`src/rtl/wb_pkg.sv`:
```
// ----------------------------------------------------------------------------
// wb_pkg
// Shared definitions for the write-back sequencer.
//   wb_state_t             : sequencer state encoding
//   SEL_ALU / SEL_MEM      : write-back mux select codes
//   TIMEOUT_CYCLES_DEFAULT : default memory wait limit (used only when
//                            WB_SEQUENCER_TIMEOUT_EN is defined)
// ----------------------------------------------------------------------------
package wb_pkg;

    typedef enum logic [1:0] {
        IDLE    = 2'd0,
        ALU_WB  = 2'd1,
        MEM_REQ = 2'd2,
        MEM_WB  = 2'd3
    } wb_state_t;

    localparam logic SEL_ALU = 1'b0;
    localparam logic SEL_MEM = 1'b1;

    localparam int TIMEOUT_CYCLES_DEFAULT = 15;

endpackage

```
`src/rtl/wb_sequencer.sv`:
```
// ----------------------------------------------------------------------------
// wb_sequencer
// Sequences a single register-file write-back, either directly from an ALU
// result (one cycle) or from a memory load (request held until the memory
// returns valid data).
//
// Ports
//   CC_WB_CLOCK_50                 clock, rising edge
//   CC_WB_RESET_InLow              asynchronous active-low reset
//   CC_WB_Start_In                 request strobe, honoured only while idle
//   CC_WB_IsLoad_In                0 = ALU write-back, 1 = memory load
//   CC_WB_RegAddr_In               destination register
//   CC_WB_ALU_Data_Bus_In          ALU result
//   CC_WB_DataMemory_Data_Bus_In   load data
//   CC_WB_MemValid_In              load data valid
//   CC_WB_MemRead_Out              memory read request (level)
//   CC_WB_Selector_Out             write-back source, holds last used
//   CC_WB_RegWrite_Out             register-file write pulse
//   CC_WB_RegAddr_Out              register-file write address
//   CC_WB_Data_Bus_Out             registered write-back data
//   CC_WB_Busy_Out                 high whenever not idle
//   CC_WB_Done_Out                 completion pulse
//   CC_WB_Error_Out                load timeout pulse
//
// Configuration macro
//   WB_SEQUENCER_TIMEOUT_EN  when defined, a load that waits TIMEOUT_CYCLES
//                            cycles without MemValid is abandoned with an
//                            Error pulse; otherwise the load waits forever
//                            and Error is tied low.
// ----------------------------------------------------------------------------
module wb_sequencer
    import wb_pkg::*;
#(
    parameter int DATAWIDTH_BUS  = 32,
    parameter int REGADDR_WIDTH  = 5,
    parameter int TIMEOUT_CYCLES = TIMEOUT_CYCLES_DEFAULT
) (
    input  logic                     CC_WB_CLOCK_50,
    input  logic                     CC_WB_RESET_InLow,
    input  logic                     CC_WB_Start_In,
    input  logic                     CC_WB_IsLoad_In,
    input  logic [REGADDR_WIDTH-1:0] CC_WB_RegAddr_In,
    input  logic [DATAWIDTH_BUS-1:0] CC_WB_ALU_Data_Bus_In,
    input  logic [DATAWIDTH_BUS-1:0] CC_WB_DataMemory_Data_Bus_In,
    input  logic                     CC_WB_MemValid_In,
    output logic                     CC_WB_MemRead_Out,
    output logic                     CC_WB_Selector_Out,
    output logic                     CC_WB_RegWrite_Out,
    output logic [REGADDR_WIDTH-1:0] CC_WB_RegAddr_Out,
    output logic [DATAWIDTH_BUS-1:0] CC_WB_Data_Bus_Out,
    output logic                     CC_WB_Busy_Out,
    output logic                     CC_WB_Done_Out,
    output logic                     CC_WB_Error_Out
);

    // The wait counter is 8 bits wide, so the limit must fit 1..255.
    if (TIMEOUT_CYCLES < 1 || TIMEOUT_CYCLES > 255) begin : g_bad_timeout_cycles
        $error("wb_sequencer: TIMEOUT_CYCLES must be in 1..255");
    end

    wb_state_t                state_q;
    wb_state_t                state_d;
    logic [REGADDR_WIDTH-1:0] addr_q;
    logic [DATAWIDTH_BUS-1:0] data_q;
    logic                     sel_q;
    logic                     capture_addr;
    logic                     capture_alu;
    logic                     capture_mem;

`ifdef WB_SEQUENCER_TIMEOUT_EN
    localparam logic [7:0] TIMEOUT_LAST = 8'(TIMEOUT_CYCLES - 1);

    logic [7:0] timeout_cnt_q;
    logic       error_q;
    logic       wait_expired;
    logic       timeout_hit;

    // The limit is reached when this cycle would be the last allowed miss.
    assign wait_expired = (timeout_cnt_q == TIMEOUT_LAST);
`endif

    // State register; reset drops straight to IDLE so MemRead falls at once.
    always_ff @(posedge CC_WB_CLOCK_50 or negedge CC_WB_RESET_InLow) begin
        if (!CC_WB_RESET_InLow) begin
            state_q <= IDLE;
        end else begin
            state_q <= state_d;
        end
    end

    // Next-state decode plus the capture strobes for the datapath registers.
    // MemValid only matters in MEM_REQ, and Start only in IDLE, which gives
    // the ignore-while-busy behaviour without extra gating.
    always_comb begin
        state_d      = state_q;
        capture_addr = 1'b0;
        capture_alu  = 1'b0;
        capture_mem  = 1'b0;
`ifdef WB_SEQUENCER_TIMEOUT_EN
        timeout_hit  = 1'b0;
`endif
        unique case (state_q)
            IDLE: begin
                if (CC_WB_Start_In) begin
                    capture_addr = 1'b1;
                    if (CC_WB_IsLoad_In) begin
                        state_d = MEM_REQ;
                    end else begin
                        capture_alu = 1'b1;
                        state_d     = ALU_WB;
                    end
                end
            end
            ALU_WB: begin
                state_d = IDLE;
            end
            MEM_REQ: begin
                // Valid data wins over a timeout landing in the same cycle.
                if (CC_WB_MemValid_In) begin
                    capture_mem = 1'b1;
                    state_d     = MEM_WB;
                end
`ifdef WB_SEQUENCER_TIMEOUT_EN
                else if (wait_expired) begin
                    timeout_hit = 1'b1;
                    state_d     = IDLE;
                end
`endif
            end
            MEM_WB: begin
                state_d = IDLE;
            end
            default: begin
                state_d = IDLE;
            end
        endcase
    end

    // Datapath registers. The selector is only updated on the edge that
    // enters a write-back state, so it keeps the last used source while a
    // load is still waiting or after a timeout.
    always_ff @(posedge CC_WB_CLOCK_50 or negedge CC_WB_RESET_InLow) begin
        if (!CC_WB_RESET_InLow) begin
            addr_q <= '0;
            data_q <= '0;
            sel_q  <= SEL_ALU;
        end else begin
            if (capture_addr) begin
                addr_q <= CC_WB_RegAddr_In;
            end
            if (capture_alu) begin
                data_q <= CC_WB_ALU_Data_Bus_In;
                sel_q  <= SEL_ALU;
            end
            if (capture_mem) begin
                data_q <= CC_WB_DataMemory_Data_Bus_In;
                sel_q  <= SEL_MEM;
            end
        end
    end

`ifdef WB_SEQUENCER_TIMEOUT_EN
    // Wait counter: held at zero outside MEM_REQ so every load starts fresh,
    // counts each MEM_REQ cycle without MemValid. The error flag is a
    // registered copy of the timeout decision, so it pulses in the first
    // IDLE cycle and can never coincide with Done.
    always_ff @(posedge CC_WB_CLOCK_50 or negedge CC_WB_RESET_InLow) begin
        if (!CC_WB_RESET_InLow) begin
            timeout_cnt_q <= '0;
            error_q       <= 1'b0;
        end else begin
            error_q <= timeout_hit;
            if (state_q != MEM_REQ) begin
                timeout_cnt_q <= '0;
            end else if (!CC_WB_MemValid_In) begin
                timeout_cnt_q <= timeout_cnt_q + 8'd1;
            end
        end
    end

    assign CC_WB_Error_Out = error_q;
`else
    assign CC_WB_Error_Out = 1'b0;
`endif

    // Register %r0 is hardwired, so its write enable is suppressed while the
    // rest of the sequence (Done included) runs normally.
    assign CC_WB_Busy_Out     = (state_q != IDLE);
    assign CC_WB_MemRead_Out  = (state_q == MEM_REQ);
    assign CC_WB_Done_Out     = (state_q == ALU_WB) || (state_q == MEM_WB);
    assign CC_WB_RegWrite_Out = CC_WB_Done_Out && (addr_q != '0);
    assign CC_WB_Selector_Out = sel_q;
    assign CC_WB_RegAddr_Out  = addr_q;
    assign CC_WB_Data_Bus_Out = data_q;

endmodule

```
`config.mk`:
```
export PLATFORM = sky130hd
export DESIGN_NAME = wb_sequencer
export DESIGN_NICKNAME = d
export VERILOG_FILES = /design/src/rtl/wb_pkg.sv /design/src/rtl/wb_sequencer.sv
export SDC_FILE = /design/constraint.sdc
export NUM_CORES = 1
export LEC_CHECK = 0
export ABC_AREA = 1
export CAP_MARGIN = 0
export CORE_MARGIN = 2
export CORE_UTILIZATION = 30
export DETAILED_ROUTE_END_ITERATION = 8
export PLACE_DENSITY = 0.74
export SKIP_CTS_REPAIR_TIMING = 1
export SYNTH_ARGS = -nofsm -noshare
export SYNTH_HDL_FRONTEND = slang
export SYNTH_SLANG_ARGS = --single-unit
```
`constraint.sdc`:
```
create_clock -name CC_WB_CLOCK_50 -period 3.6 [get_ports CC_WB_CLOCK_50]
set_clock_uncertainty 0.2 [all_clocks]
set_input_delay 0.72 -clock CC_WB_CLOCK_50 [delete_from_list [all_inputs] [get_ports CC_WB_CLOCK_50]]
set_output_delay 0.72 -clock CC_WB_CLOCK_50 [all_outputs]
set_load 0.01 [all_outputs]
```
[Yosys cells after proc, flatten, opt, wreduce, memory -nomap -nowiden]
Index checks and enable logic that the tools add are counted.
Storage, ports and cells
  register bits: 40
  output and inout bits: 43
  input bits: 74
Cells by class
  reductions and logical operators: 8
  eq/ne operators: 5
  muxes and demuxes: 15
Operators by type and width (number)
  2-to-1 mux 32 bit: 2
  2-to-1 mux 1 bit: 9
  2-to-1 mux 2 bit: 3
  case mux 2 bit (3 select lines): 1
  nonzero test 5 bit: 1
  == test 2 bit, second input constant: 2
  != test 2 bit, second input constant: 2
  nonzero test 2 bit: 2
  == test 2 x 1 -> 1 bit, second input constant: 1
  zero test 2 bit: 1
  AND reduction 2 bit: 1
  OR reduction 2 bit: 1
  logical AND 1 bit: 1
  logical OR 1 bit: 1

[Logic depth before layout (Yosys ltp)]
Gate-level depths: netlist of run 1.
  word-level depth: 5
  gate-level depth with buffers: 8
  depth with buffers taken out: 6

[Least setup slack after synthesis of run 1]
No wires, ideal clock.
  path type: flip-flop to output port
  start point: register state_q[1]
  end point: output port CC_WB_MemRead_Out
  cell stages (with the launch flop): 5
  data arrival time: 0.935 ns
  buffers on the path: 2
  slack: 1.745 ns
  cells stage by stage: dfrtp_1 > buf_6 > clkbuf_1 > inv_1 > nor2_1
Between the ends
  longest elaborated chain between the ends: 1
Ends and longest elaborated chain
  start: declaration: line wb_sequencer.sv:61  | wb_state_t state_q;
  start signal: assignment: line wb_sequencer.sv:87  | state_q <= state_d;
  == test 2 bit: line wb_sequencer.sv:189  | assign CC_WB_MemRead_Out = (state_q == MEM_REQ);
  end: declaration: line wb_sequencer.sv:46  | output logic CC_WB_MemRead_Out,
Every way passes these cells.

[Worst setup path in the final report of run 1]
  start point: register state_q[1]
  end point: output port CC_WB_Busy_Out
Between the ends
  longest elaborated chain between the ends: 1
Ends and longest elaborated chain
  nonzero test 2 bit: line wb_sequencer.sv:188  | assign CC_WB_Busy_Out = (state_q != IDLE);
  end: declaration: line wb_sequencer.sv:51  | output logic CC_WB_Busy_Out,
Every way passes these cells.

==> flow_metrics.py, run 1 <==
metrics = {
    "placed_design": {
        "place_area_um2": 3310,
        "post-dp-hpwl_um": 4360,
        "dp.cells": 485,
        "pre_cts_ws_ps": 722,
        "place_congestion": 0.771,
        "port_buffers": 115,
    },
    "routing": {
        "first_pass_iters": 4,
        "drt_iter0_drc": 85,
        "routed.top_layer": "met4",
        "vias_per_cell": 4.64,
        "drc": 0,
        "met1Wirelength_um": 2880,
        "wl_met2_um": 2910,
        "drtAntennaViolNets": 0,
        "wirelength_um": 6330,
        "wl_met3_um": 446,
        "wire_per_inst_um": 12.8,
        "via_count": 2286,
    },
    "layout": {
        "fin_cells": 493,
        "fin_nets": 467,
        "drive_gt1_share_pct": 3.81,
        "layout_commonest_cell": "nand2_1",
        "synthToLayoutAreaGrowth_pct": 56.1,
        "postLayoutCoreUtil_pct": 47.6,
        "diodes": 0,
        "fin_area_um2": 3400,
        "final_cell_mix": "nand2_1 (142), clkdlybuf4s50_1 (114), dfrtp_1 (40), nand3_1 (37), nand4_1 (32)",
    },
    "synth": {
        "ys_types": 17,
        "ys_seq_area_share_pct": 46.0,
        "yosysTopAreaCell": "dfrtp_1",
        "synth_seq_cells": 40,
        "ys_top_cells_by_area": "dfrtp_1 (46%), nand2_1 (24%), nand4_1 (9.2%)",
        "ys_warn_count": 0,
        "synth.avg_cell_area_um2": 7.38,
        "synth_cells": 295,
        "synth_fp_nets": 369,
        "synth_top_area_share_pct": 46.0,
        "synth_area_um2": 2180,
    },
    "run": {
        "cap_violations": 0,
    },
    "sta": {
        "drv_slew": 0,
        "period_minus_slack_ps": 2580,
        "tightest_slew_ps": 901,
        "setup_violations": 0,
        "max_slew_margin_pct": 39.9,
        "fin_crit_sh_pct": 71.6,
        "setup_tns_ps": 0,
        "setup_ws_ps": 1020,
        "clock.fmax_mhz": 388,
        "rsz0062_at_grt": "false",
        "hold_violations": 0,
    },
    "power": {
        "ir_drop_uv": 421,
        "p_per_area_nw_per_um2": 711,
        "p_leak_nw": 1.65,
    },
    "clocking": {
        "clk_path_buf_depth": 2,
        "cts_sinks": 40,
        "cts_tree": "yes",
        "insertion_delay_ps": 290,
        "cts_root_buf": "clkbuf_8",
        "htree_levels": 2,
        "numCtsBuffers": 5,
        "clkTransAtPathRegs_ps": 70,
    },
    "global_route": {
        "grt_pass1_vias": 2205,
        "grt_max_degree": 49,
        "overflow": 0,
        "grt_first_pass_wirelength_um": 9950,
        "antenna_found_initial": 0,
        "track_usage_pct": 16.1,
    },
    "run_status": {
        "outcome": "finished, final reports clean",
    },
    "die": {
        "io-pin-count": 117,
        "die_width_um": 89.2,
        "row_count": 31,
        "core_region_area_um2": 7140,
        "die-area_um2": 7950,
        "initial_utilization_pct": 30.5,
        "die_y_um": 89.2,
    },
    "critical_path": {
        "required_ps": 2680,
        "worstPathMaxFanout": 12,
        "crit_arrival_ps": 1660,
        "r2r_cells": 5,
        "critPathKind": "reg -> out",
        "r2r-start": "state_q[0]$_DFFE_PN0P_",
        "start_kind": "flop",
        "crit_path_end_kind": "primary output",
        "r2r-end": "CC_WB_Data_Bus_Out[23]$_DFFE_PN0P_",
        "r2r_setup_slack_ps": 1090,
    },
    "hold_path": {
        "whs_path_depth": 2,
        "hp-class": "reg -> reg",
        "hold_end": "CC_WB_Selector_Out$_DFFE_PN0P_",
        "hold_start": "CC_WB_Selector_Out$_DFFE_PN0P_",
    },
}
-- cell families after synthesis --
logic type,share of synthesized area (%)
buf+inv,8.28
compound gates,0.460
simple gates,45.1
other cells,0.172
flops,46.0
-- sequential cells by signal, summed over array words and instances, names as in the netlist --
| signal | count |
|---|---|
| CC_WB_Selector_Out | 1 |
| CC_WB_RegAddr_Out | 5 |
| CC_WB_Data_Bus_Out | 32 |
| state_q | 2 |
-- synthesized netlist by cell type --
master / number
inv_1: 4
conb_1: 1
inv_2: 1
buf_4: 7
clkbuf_1: 13
nand3_4: 1
dfrtp_1: 40
nand2_1: 142
o21ai_0: 2
nand2_2: 1
nand3_1: 37
nor2_1: 5
nand3_2: 1
buf_6: 4
buf_2: 3
nor2_4: 1
nand4_1: 32
-- final cells by class --
type,count,area [µm²]
clock buffers,8,90.1
repair buffers,118,1170
fillers,729,3740
well taps,99,124
inverters,5,18.8
flip-flops and latches,40,1000
multi-input cells,223,996
-- worst max-delay path, stage by stage, from the launching register on --
cell             delay (ps)
dfrtp_1                 540
nor2_4                  260
inv_1                    80
clkdlybuf4s50_1         490
-- per-stage QoR --
step | power, mW | hold WS (ps)
finish | 2.42 | 287
global route | 2.62 | 318
CTS | 2.46 | 290
detailed placement | 2.14 | 264
global placement | 2.11 | 278
floorplan | 1.51 | 224
-- how the worst max path moves through the flow --
stage / start / to / slack (ps) / depth (start not counted)
after CTS: state_q[1]$_DFFE_PN0P_ / CC_WB_Busy_Out / 1000 / 3
after floorplan: state_q[1]$_DFFE_PN0P_ / CC_WB_MemRead_Out / 1750 / 4
after global routing: CC_WB_Start_In / CC_WB_Data_Bus_Out[7]$_DFFE_PN0P_ / 840 / 5
after global placement: CC_WB_Start_In / CC_WB_Data_Bus_Out[16]$_DFFE_PN0P_ / 810 / 5
after detailed placement: CC_WB_Start_In / CC_WB_Data_Bus_Out[12]$_DFFE_PN0P_ / 720 / 5
final: state_q[1]$_DFFE_PN0P_ / CC_WB_Busy_Out / 1020 / 3
-- where the power goes --
| part | internal [mW] | total [mW] | switching (mW) | leakage [nW] |
|---|---|---|---|---|
| Clock | 0.156 | 0.303 | 0.147 | 0.0455 |
| Combinational | 0.642 | 1.30 | 0.661 | 1.10 |
| Sequential | 0.663 | 0.812 | 0.149 | 0.496 |
-- layer usage --
layer	GRT usage, %	vias up
met2	27.0	78
met3	4.06	9
met4	5.70	0
li1	-	1157
met5	0	-
met1	20.1	1042
No activity file was read; power rests on OpenSTA's default activity.
==> inputs of run 2 (changes only) <==
==> constraint.sdc (replaced) <==
create_clock -name CC_WB_CLOCK_50 -period 2.4 [get_ports CC_WB_CLOCK_50]
set_clock_uncertainty 0.2 [all_clocks]
set_input_delay 0.48 -clock CC_WB_CLOCK_50 [delete_from_list [all_inputs] [get_ports CC_WB_CLOCK_50]]
set_output_delay 0.48 -clock CC_WB_CLOCK_50 [all_outputs]
set_load 0.01 [all_outputs]
==> run 2 against run 1 <==
Global-route usage increased by 0.22 points; die area unchanged; clock power increased by 49%; routed wire length increased by 3.4%; critical path depth unchanged; non-clock buffer count rose by 5; first-iteration DRC count rose by 58%; cell count is 1.0% higher; sequential power rose by 49%; utilization increased by 0.70 points; sequential cell count stayed put; critical endpoint unchanged.
==> flow_metrics.py, run 2 (synthesis gave the netlist of run 1 again) <==
metrics = {
    "run_status": {
        "outcome": "finished, final reports clean",
    },
    "placed_design": {
        "post-dp-hpwl_um": 4530,
        "port_buffers": 115,
        "place_congestion": 0.744,
    },
    "power": {
        "seq_power_share_pct": 32.7,
        "p_comb_share_pct": 55.1,
        "power_switching_share_pct": 39.7,
        "intPower_mw": 2.23,
        "p_leak_nw": 1.67,
        "netSwitchingPower_mw": 1.47,
        "p_per_area_nw_per_um2": 1070,
        "clkPwrFrac_pct": 12.2,
        "ir_drop_uv": 503,
    },
    "die": {
        "core_region_area_um2": 7140,
        "die-area_um2": 7950,
        "die_y_um": 89.2,
        "io-pin-count": 117,
        "initial_utilization_pct": 30.5,
        "die_width_um": 89.2,
        "row_count": 31,
    },
    "clocking": {
        "clk_path_buf_depth": 2,
        "insertion_delay_ps": 280,
        "numCtsBuffers": 5,
        "cts_sinks": 40,
        "cts_root_buf": "clkbuf_8",
        "cts_tree": "yes",
        "clkTransAtPathRegs_ps": 70,
        "htree_levels": 2,
    },
    "routing": {
        "drt_iter0_drc": 134,
        "drc": 0,
        "via_count": 2308,
        "drtAntennaViolNets": 0,
        "wire_per_inst_um": 13.1,
        "first_pass_iters": 4,
        "wirelength_um": 6540,
        "vias_per_cell": 4.63,
    },
    "global_route": {
        "antenna_found_initial": 0,
        "grt_first_pass_wirelength_um": 10100,
        "grt_pass1_vias": 2116,
        "grt_max_degree": 66,
        "overflow": 0,
        "track_usage_pct": 16.3,
    },
    "sta": {
        "max_slew_margin_pct": 52.2,
        "tightest_slew_ps": 717,
        "drv_slew": 0,
        "hold_violations": 0,
        "setup_tns_ps": 0,
        "setup_violations": 0,
        "period_minus_slack_ps": 2270,
        "fin_crit_sh_pct": 94.5,
        "rsz0062_at_grt": "false",
        "clock.fmax_mhz": 441,
    },
    "layout": {
        "fin_nets": 472,
        "synthToLayoutAreaGrowth_pct": 58.4,
        "fillers": 720,
        "drive_gt1_share_pct": 5.01,
        "postLayoutCoreUtil_pct": 48.3,
        "layout_commonest_cell": "nand2_1",
        "largest_reg_flops": 32,
        "final_cell_mix": "nand2_1 (142), clkdlybuf4s50_1 (114), dfrtp_1 (40), nand3_1 (37), nand4_1 (32)",
        "diodes": 0,
    },
    "critical_path": {
        "start_kind": "flop",
        "required_ps": 1720,
        "critPathKind": "reg -> out",
        "worstPathMaxFanout": 8,
        "crit_path_end_kind": "primary output",
        "crit_arrival_ps": 1590,
    },
    "hold_path": {
        "hp-class": "in -> async",
    },
    "run": {
        "cap_violations": 0,
    },
}
==> run 2: cell types whose count changed in the layout (fill, tap and decap cells not counted), sizes merged <==
cell,delta
buf,+5
==> run 2: area by class of cell <==
cell class / instances / area [µm²] / share of cell area, %
repair buffers: 123 / 1220 / 35.3
flip-flops and latches: 40 / 1000 / 29.0
multi-input cells: 223 / 996 / 28.9
well taps: 99 / 124 / 3.59
clock buffers: 8 / 90.1 / 2.61
inverters: 5 / 18.8 / 0.544
==> run 2: routing by layer <==
metal,GRT usage [%],part of all wire (%)
met2,27.7,48
met3,3.97,7.1
met5,0,0
met4,3.53,0.69
met1,21.1,45
==> run 2: worst max-delay path: stages (launching register included) <==
cell             delay (ps)
dfrtp_1                 470
nor2_4                  270
inv_1                    90
clkdlybuf4s50_1         480
==> run 2: through the flow <==
stage	instance area [µm²]	hold WS, ps	setup WS (ps)	power [mW]	std cells
final	3450	39.7	132	3.70	498
after global routing	3450	104	53.5	4.00	498
after CTS	3450	64.3	119	3.74	498
after detailed placement	3360	281	273	3.28	490
after global placement	3360	279	352	3.21	490
after floorplan	2180	-15.6	785	2.27	295
==> run 2: worst paths after layout <==
| kind | to | depth (start not counted) | slack, ps | from |
|---|---|---|---|---|
| worst max-delay path | CC_WB_Busy_Out | 3 | 130 | state_q[0]$_DFFE_PN0P_ |
| worst min-delay path | CC_WB_Data_Bus_Out[19]$_DFFE_PN0P_ | 1 | 40 | CC_WB_RESET_InLow |
| worst max register to register | CC_WB_Data_Bus_Out[31]$_DFFE_PN0P_ | 5 | 560 | state_q[1]$_DFFE_PN0P_ |
| worst min register to register | CC_WB_Selector_Out$_DFFE_PN0P_ | 2 | 290 | CC_WB_Selector_Out$_DFFE_PN0P_ |
| max in group asynchronous | state_q[0]$_DFFE_PN0P_ | 2 | 1350 | CC_WB_RESET_InLow |
| min in group CC_WB_CLOCK_50 | CC_WB_Selector_Out$_DFFE_PN0P_ | 2 | 290 | CC_WB_Selector_Out$_DFFE_PN0P_ |
==> run 2: power groups by stage <==
stage                     Sequential [mW]  Combinational (mW)  Clock, mW
after floorplan                      1.32               0.949          0
after global placement               1.21                2.00          0
after detailed placement             1.22                2.06          0
after CTS                            1.21                2.06      0.466
after global routing                 1.25                2.25      0.492
final                                1.21                2.04      0.451
